## src/rtl/mips_pkg.sv

```systemverilog
// Shared types for the MIPS HI/LO multiply/divide unit.
package mips_pkg;

  typedef enum logic [1:0] {
    MD_MULT  = 2'b00,
    MD_MULTU = 2'b01,
    MD_DIV   = 2'b10,
    MD_DIVU  = 2'b11
  } muldiv_op_t;

  typedef enum logic [1:0] {
    IDLE = 2'b00,
    RUN  = 2'b01,
    FIX  = 2'b10
  } muldiv_state_t;

  function automatic logic op_is_signed(input muldiv_op_t op);
    return (op == MD_MULT) || (op == MD_DIV);
  endfunction

  function automatic logic op_is_div(input muldiv_op_t op);
    return (op == MD_DIV) || (op == MD_DIVU);
  endfunction

endpackage

```

## src/rtl/mips_muldiv_step.sv

```systemverilog
// One radix-2 iteration on {acc, q}: shift-add for multiply, restoring subtract for divide.
module mips_muldiv_step #(
  parameter int XLEN = 64
) (
  input  logic            is_div_i,
  input  logic [XLEN-1:0] acc_i,
  input  logic [XLEN-1:0] q_i,
  input  logic [XLEN-1:0] m_i,
  output logic [XLEN-1:0] acc_o,
  output logic [XLEN-1:0] q_o
);

  logic [XLEN:0]   sum_s;
  logic [XLEN:0]   sh_s;
  logic [XLEN-1:0] diff_s;
  logic            ge_s;

  // Multiply consumes q from the LSB; divide shifts dividend bits in from the MSB of q.
  always_comb begin
    sum_s  = {1'b0, acc_i} + (q_i[0] ? {1'b0, m_i} : {(XLEN+1){1'b0}});
    sh_s   = {acc_i, q_i[XLEN-1]};
    ge_s   = (sh_s >= {1'b0, m_i});
    diff_s = sh_s[XLEN-1:0] - m_i;
    if (is_div_i) begin
      if (ge_s) begin
        acc_o = diff_s;
        q_o   = {q_i[XLEN-2:0], 1'b1};
      end else begin
        acc_o = sh_s[XLEN-1:0];
        q_o   = {q_i[XLEN-2:0], 1'b0};
      end
    end else begin
      acc_o = sum_s[XLEN:1];
      q_o   = {sum_s[0], q_i[XLEN-1:1]};
    end
  end

endmodule

```

## src/rtl/mips_muldiv_unit.sv

```systemverilog
// Iterative HI/LO multiply/divide unit: operand latch, XLEN-step iteration, sign fixup,
// and the architectural HI/LO registers including MTHI/MTLO writes.
module mips_muldiv_unit
  import mips_pkg::*;
#(
  parameter int XLEN = 64
) (
  input  logic            clk,
  input  logic            reset,
  input  logic            req_valid,
  output logic            req_ready,
  input  logic [1:0]      req_op,
  input  logic [XLEN-1:0] req_a,
  input  logic [XLEN-1:0] req_b,
  input  logic            cancel,
  input  logic            hi_we,
  input  logic            lo_we,
  input  logic [XLEN-1:0] wr_data,
  output logic [XLEN-1:0] hi,
  output logic [XLEN-1:0] lo,
  output logic            busy,
  output logic            done,
  output logic            div_by_zero
);

  localparam int CNT_W = $clog2(XLEN) + 1;
  localparam logic [CNT_W-1:0] CNT_LAST = CNT_W'(XLEN - 1);

  muldiv_state_t   state_q, state_d;
  logic [CNT_W-1:0] cnt_q, cnt_d;
  logic [XLEN-1:0] acc_q, acc_d;
  logic [XLEN-1:0] qr_q, qr_d;
  logic [XLEN-1:0] m_q, m_d;
  logic [XLEN-1:0] a_q, a_d;
  logic            is_div_q, is_div_d;
  logic            neg_p_q, neg_p_d;
  logic            neg_r_q, neg_r_d;
  logic            dz_q, dz_d;
  logic            dbz_q, dbz_d;
  logic [XLEN-1:0] hi_q, hi_d;
  logic [XLEN-1:0] lo_q, lo_d;

  muldiv_op_t      op_s;
  logic            a_neg_s, b_neg_s;
  logic [XLEN-1:0] a_mag_s, b_mag_s;
  logic [XLEN-1:0] step_acc_s, step_q_s;
  logic [2*XLEN-1:0] prod_s, prod_neg_s;
  logic [XLEN-1:0] quot_neg_s, rem_neg_s;
  logic            done_s;

  mips_muldiv_step #(.XLEN(XLEN)) u_step (
    .is_div_i (is_div_q),
    .acc_i    (acc_q),
    .q_i      (qr_q),
    .m_i      (m_q),
    .acc_o    (step_acc_s),
    .q_o      (step_q_s)
  );

  // Operand magnitudes and final negations; MIN's magnitude is correct as an unsigned value.
  always_comb begin
    op_s       = muldiv_op_t'(req_op);
    a_neg_s    = op_is_signed(op_s) & req_a[XLEN-1];
    b_neg_s    = op_is_signed(op_s) & req_b[XLEN-1];
    a_mag_s    = a_neg_s ? ({XLEN{1'b0}} - req_a) : req_a;
    b_mag_s    = b_neg_s ? ({XLEN{1'b0}} - req_b) : req_b;
    prod_s     = {acc_q, qr_q};
    prod_neg_s = {(2*XLEN){1'b0}} - prod_s;
    quot_neg_s = {XLEN{1'b0}} - qr_q;
    rem_neg_s  = {XLEN{1'b0}} - acc_q;
  end

  // Next-state, datapath loads and HI/LO update.
  always_comb begin
    state_d  = state_q;
    cnt_d    = cnt_q;
    acc_d    = acc_q;
    qr_d     = qr_q;
    m_d      = m_q;
    a_d      = a_q;
    is_div_d = is_div_q;
    neg_p_d  = neg_p_q;
    neg_r_d  = neg_r_q;
    dz_d     = dz_q;
    dbz_d    = dbz_q;
    hi_d     = hi_q;
    lo_d     = lo_q;
    done_s   = 1'b0;
    case (state_q)
      IDLE: begin
        if (hi_we) hi_d = wr_data;
        else       hi_d = hi_q;
        if (lo_we) lo_d = wr_data;
        else       lo_d = lo_q;
        if (req_valid) begin
          state_d  = RUN;
          cnt_d    = {CNT_W{1'b0}};
          acc_d    = {XLEN{1'b0}};
          is_div_d = op_is_div(op_s);
          m_d      = op_is_div(op_s) ? b_mag_s : a_mag_s;
          qr_d     = op_is_div(op_s) ? a_mag_s : b_mag_s;
          a_d      = req_a;
          neg_p_d  = a_neg_s ^ b_neg_s;
          neg_r_d  = a_neg_s;
          dz_d     = (req_b == {XLEN{1'b0}});
          dbz_d    = 1'b0;
        end else begin
          state_d = IDLE;
        end
      end
      RUN: begin
        if (cancel) begin
          state_d = IDLE;
        end else begin
          acc_d = step_acc_s;
          qr_d  = step_q_s;
          cnt_d = cnt_q + CNT_W'(1);
          if (cnt_q == CNT_LAST) state_d = FIX;
          else                   state_d = RUN;
        end
      end
      FIX: begin
        state_d = IDLE;
        if (cancel) begin
          done_s = 1'b0;
        end else begin
          done_s = 1'b1;
          dbz_d  = is_div_q & dz_q;
          if (is_div_q && dz_q) begin
            hi_d = a_q;
            lo_d = {XLEN{1'b1}};
          end else if (is_div_q) begin
            lo_d = neg_p_q ? quot_neg_s : qr_q;
            hi_d = neg_r_q ? rem_neg_s : acc_q;
          end else begin
            {hi_d, lo_d} = neg_p_q ? prod_neg_s : prod_s;
          end
        end
      end
      default: begin
        state_d = IDLE;
      end
    endcase
  end

  // State and datapath registers with synchronous reset.
  always_ff @(posedge clk) begin
    if (reset) begin
      state_q  <= IDLE;
      cnt_q    <= {CNT_W{1'b0}};
      acc_q    <= {XLEN{1'b0}};
      qr_q     <= {XLEN{1'b0}};
      m_q      <= {XLEN{1'b0}};
      a_q      <= {XLEN{1'b0}};
      is_div_q <= 1'b0;
      neg_p_q  <= 1'b0;
      neg_r_q  <= 1'b0;
      dz_q     <= 1'b0;
      dbz_q    <= 1'b0;
      hi_q     <= {XLEN{1'b0}};
      lo_q     <= {XLEN{1'b0}};
    end else begin
      state_q  <= state_d;
      cnt_q    <= cnt_d;
      acc_q    <= acc_d;
      qr_q     <= qr_d;
      m_q      <= m_d;
      a_q      <= a_d;
      is_div_q <= is_div_d;
      neg_p_q  <= neg_p_d;
      neg_r_q  <= neg_r_d;
      dz_q     <= dz_d;
      dbz_q    <= dbz_d;
      hi_q     <= hi_d;
      lo_q     <= lo_d;
    end
  end

  assign req_ready   = (state_q == IDLE);
  assign busy        = (state_q != IDLE);
  assign hi          = hi_q;
  assign lo          = lo_q;
  assign done        = done_s;
  // The flag must already be visible in the done cycle, before dbz_q loads.
  assign div_by_zero = dbz_q | (done_s & is_div_q & dz_q);

endmodule

```

## config.mk

```make
export PLATFORM = sky130hd
export DESIGN_NAME = mips_muldiv_unit
export DESIGN_NICKNAME = d
export VERILOG_FILES = /design/src/rtl/mips_pkg.sv /design/src/rtl/mips_muldiv_step.sv /design/src/rtl/mips_muldiv_unit.sv
export SDC_FILE = /design/constraint.sdc
export NUM_CORES = 2
export LEC_CHECK = 0
export BUFFER_PORTS_ARGS = -buffer_cell sky130_fd_sc_hd__buf_2
export CAP_MARGIN = 20
export CORE_ASPECT_RATIO = 1.75
export CORE_UTILIZATION = 60
export DETAILED_ROUTE_END_ITERATION = 8
export PLACE_DENSITY_LB_ADDON = 0.2
export SETUP_SLACK_MARGIN = 0.2
export SKIP_LAST_GASP = 1
export SLEW_MARGIN = 30
export SYNTH_ARGS = -nofsm -noshare
export SYNTH_HDL_FRONTEND = slang
export SYNTH_SLANG_ARGS = --single-unit
```

## constraint.sdc

```tcl
create_clock -name clk -period 4.65 [get_ports clk]
set_input_delay 0.2325 -clock clk [delete_from_list [all_inputs] [get_ports clk]]
set_output_delay 0.2325 -clock clk [all_outputs]
set_load 0.01 [all_outputs]
```

==> reports/metrics.csv, run 1 <==
metric,value,unit
status,aborted with a tool error,
Failed at,5_1_grt,
Error,[ERROR GRT-0116] Global routing finished with congestion. Check the congestion regions in the DRC Viewer.,
I/O pin cnt,332,
H-tree depth,2,
Yosys warning count,0,
Total GRT Usage,69.2,%
leading area contributor after synthesis,dfxtp_1,
most frequent cell after synthesis,nand2_1,
Rows,113,
Post-synth top cells,"nand2_1, nor2_1, a21oi_1",
"Top FF cell, synth",dfxtp_1,
post-synth cell types,78,
Post-CTS Repair Setup Buffers,0,
sequential share of the synthesized area,24.1,%
die height,313,um
syn_nets,5030,
IO Port Bufs,331,
number of synthesized flops with an enable pin,0,
CTS-repair resized insts,0,
first-pass GRT wire length,294000,um
largest cells by area after synthesis,"dfxtp_1, nand2_1, a21oi_1, nor2_1, xnor2_1",
synthesized area per cell,7.04,sq um
DIE WIDTH,179,um
global placer's final weighted congestion,1.15,
Yosys reg bits,398,
Final HPWL DP,136000,um
deepest clock path buffer count,3,
grt ovf,159,
vias in the first global route,42200,
clk sinks,398,
largest net degree at the start of global routing,161,
Hold Buf Count CTS,68,
asr flop ratio synth,0,%
placed instance area,35900,sq um
Inserted Clock Buffers,41,
Synth top area share,24.1,%
CTS root buffer,clkbuf_16,
initial core utilization,60.9,%
cell area after synthesis,33100,sq um
Post-Syn Instances,4695,
through the flow:
step	hold WS (ps)	utilization, %	setup slack [ps]	cells
CTS	0.0749	70.1	306	5701
detailed placement	444	66.2	327	5559
global placement	439	66.2	315	5559
floorplan	368	-	881	4695
cells by family after synthesis:
| logic type | after synthesis | share of synthesized area (%) |
|---|---|---|
| flops | 398 | 24.1 |
| xor+xnor | 358 | 9.48 |
| compound gates | 1393 | 26.7 |
| fa+ha+maj | 135 | 5.15 |
| mux | 157 | 4.78 |
| buf+inv | 498 | 5.70 |
| simple gates | 1756 | 24.1 |
routing by layer:
layer | GRT usage, % | GRT overflow
met2 | 94.1 | 90
met3 | 40.3 | 0
met1 | 69.1 | 0
met4 | 78.4 | 69
met5 | 4.00 | 0
==> run 2: changes to the inputs <==
--- a/config.mk
+++ b/config.mk
@@ -7,11 +7,9 @@
 export LEC_CHECK = 0
 export BUFFER_PORTS_ARGS = -buffer_cell sky130_fd_sc_hd__buf_2
 export CAP_MARGIN = 20
-export CORE_ASPECT_RATIO = 1.75
-export CORE_UTILIZATION = 60
+export CORE_UTILIZATION = 40
 export DETAILED_ROUTE_END_ITERATION = 8
-export PLACE_DENSITY_LB_ADDON = 0.2
-export SETUP_SLACK_MARGIN = 0.2
+export PLACE_DENSITY_LB_ADDON = 0.15
 export SKIP_LAST_GASP = 1
 export SLEW_MARGIN = 30
 export SYNTH_ARGS = -nofsm -noshare
==> run 2 against run 1 <==
Compared with the run above:
- the run now ends clean
- synthesized cell count stayed put
- area after synthesis unchanged
==> reports/metrics.csv, run 2 <==
metric,value,unit,change
status,"finished, final reports clean",,
Sw Pwr,4.31,mW,
Worst Max-Slew Pin Slew,1170,ps,
Worst-path clk slew,60,ps,
"CP delay by family, top",compound AO/OA/AOI/OAI gates,,
minimum clock period,4410,ps,
Rows,105,,-7.1%
CP required,5140,ps,
worst-path maximum fanout,54,,
synthesized area per cell,7.04,sq um,unchanged
Final Hold Vio Count,0,,
most frequent cell after synthesis,nand2_1,,
Max Cap Viol,0,,
grt ovf,0,,
Buf/Inv on CP,3,,
cell-internal power,7.25,mW,
"Top FF cell, synth",dfxtp_1,,
Slew HR,22.2,%,
Tot Pwr,11.6,mW,
initial core utilization,40.3,%,-21 points
Max VDD drop,0.271,mV,
sequential share of the synthesized area,24.1,%,unchanged
hold wc startpoint,wr_data[50],,
Leak,16.3,nW,
syn_nets,5030,,unchanged
number of synthesized flops with an enable pin,0,,unchanged
unrepaired setup endpoints after global routing,false,,
vias in the first global route,34400,,
clock share of power,37.3,%,
cell area after synthesis,33100,sq um,unchanged
Multi-input gate area,23300,sq um,
global placer's final weighted congestion,1.10,,-4.4%
reg-to-reg critical path startpoint,qr_q[0],,
PD cells,293,nW/um^2,
residual DRC count,0,,
clock skew,25.9,ps,
CTS root buffer,clkbuf_16,,
CP startpoint kind,flop,,
Routed Antenna Nets,0,,
IO Port Bufs,331,,unchanged
largest cells by area after synthesis,"dfxtp_1, nand2_1, a21oi_1, nor2_1, xnor2_1",,
switching part of the total,37.3,%,
Crit-path slowest cell,a211oi_1,,
register area,7970,sq um,
"Area growth, synth to finish",19.2,%,
CP cell instances,inv_2 -> buf_12 -> nor2_1 -> ha_1 -> nand2_1 -> nor2_1 -> and3_1 -> o21ai_0 -> a211oi_1 -> o21ai_0 -> a311oi_1 -> buf_4 -> a31oi_1 -> a31oi_1 -> xnor2_1 -> o211ai_1,,
die height,289,um,-7.4%
Yosys warning count,0,,unchanged
via/cell ratio,6.31,,
Post-synth top cells,"nand2_1, nor2_1, a21oi_1",,
die area,83800,sq um,
final period utilization,94.9,%,
share of cells above drive strength 1,14.0,%,
endpoint class of the critical path,flop,,
"Net count, final",5381,,
Total GRT Usage,40.6,%,
Inserted Clock Buffers,52,,+27%
Yosys reg bits,398,,unchanged
first-pass GRT wire length,247000,um,
most frequent cells in the layout,"nand2_1, nor2_1, a21oi_1",,
Crit path largest cell delay,500,ps,
total wire length,178000,um,
"Arr. time, crit path",4900,ps,
DIE WIDTH,289,um,+61%
Final HPWL DP,142000,um,+4.3%
"commonest non-fill, non-tap cell in the layout",nand2_1,,
fmax,0.227,GHz,
largest net degree at the start of global routing,195,,
Synth top area share,24.1,%,unchanged
Pins Over Slew Limit,0,,
length of the first detailed-routing pass in iterations,6,,
initial antenna violation count,3,,
DRT iter0 DRCs,5228,,
Skew-Pair Late Insertion Delay,650,ps,
I/O pin cnt,332,,unchanged
CTS tree,yes,,
Final TNS setup,0,ps,
wire per inst,28.9,um,
Post-Syn Instances,4695,,unchanged
worst min-delay path class,primary input to flop,,
H-tree depth,2,,unchanged
# fillers,8490,,
leading area contributor after synthesis,dfxtp_1,,
Setup CP Type,flop to flop,,
CP startpoint,qr_q[0],,
FF-to-FF setup slack,240,ps,
asr flop ratio synth,0,%,unchanged
final-report setup violation count,0,,
sequential share of power,33.7,%,
combinational share of power,29.0,%,
via count,38900,,
clk sinks,398,,unchanged
Core Region,82000,sq um,
deepest clock path buffer count,3,,unchanged
post-synth cell types,78,,unchanged
-- run 2: cell counts after synthesis --
No cell type changed its count.
-- run 2: tightest hold or removal path, delay by kind of cell --
| family | cells | cell delay, ps |
|---|---|---|
| buffers and inverters | 1 | 130 |
| and+or+nand+nor | 1 | 150 |
| AOI/OAI and AO/OA | 1 | 80 |
-- run 2: worst paths after layout --
check                   end  cells past startpoint
hold reg to reg     m_q[43]                      2
hold / removal       lo[50]                      3
setup / recovery  acc_q[60]                     16
setup reg to reg  acc_q[60]                     16
-- run 2: cell families after synthesis --
kind of cell             Yosys count  synth area share (%)
multiplexers                     157                  4.78
AO/OA/AOI/OAI                   1393                  26.7
flip-flops                       398                  24.1
XOR/XNOR                         358                  9.48
adder cells (fa/ha/maj)          135                  5.15
buffers and inverters            498                  5.70
AND/OR/NAND/NOR                 1756                  24.1
-- run 2: metrics by stage --
| step | std cells | setup WS, ps | util, % | hold WS [ps] | cell area, sq um |
|---|---|---|---|---|---|
| floorplan | 4695 | 881 | - | 368 | 33100 |
| global placement | 5957 | 360 | 44.6 | 438 | 36500 |
| detailed placement | 5957 | 290 | 44.6 | 444 | 36500 |
| CTS | 6156 | 284 | 48.0 | 1.57 | 39300 |
| global route | 6160 | 65.2 | 48.0 | 38.3 | 39400 |
| finish | 6164 | 236 | 48.1 | 3.94 | 39400 |
-- run 2: layer usage --
| metal | part of all wire, % | routed length [um] | track usage (%) |
|---|---|---|---|
| met1 | 43 | 76400 | 57.5 |
| met2 | 39 | 69200 | 54.7 |
| met4 | 5.5 | 9840 | 20.0 |
| met3 | 13 | 22500 | 12.7 |
| met5 | 0.0067 | 12 | 0 |
-- run 2: area by class of cell --
class                   instances  area share [%]
inverters                     141            1.34
diodes                          5          0.0318
clock buffers                  68            3.68
repair buffers                654            11.3
well taps                    1070            3.40
multi-input cells            3799            59.2
clock inverters                29           0.838
flip-flops and latches        398            20.2
-- run 2: repair_timing --
| action | 4_1_cts | 5_1_grt |
|---|---|---|
| endpoints found under the setup margin | 0 | 2 |
| hold buffers | 102 | 0 |
| resized for setup | 0 | 1 |
| endpoints found under the hold margin | 135 | 0 |
| setup buffers | 0 | 3 |
-- run 2: power by group through the flow --
stage	Clock (mW)	Sequential [mW]	Combinational, mW
CTS	4.32	3.88	3.22
floorplan	0	3.88	1.79
detailed placement	0	3.95	3.15
global placement	0	3.95	3.16
global route	4.44	3.91	3.52
finish	4.31	3.90	3.35
Power figures use the tool's default switching activity.
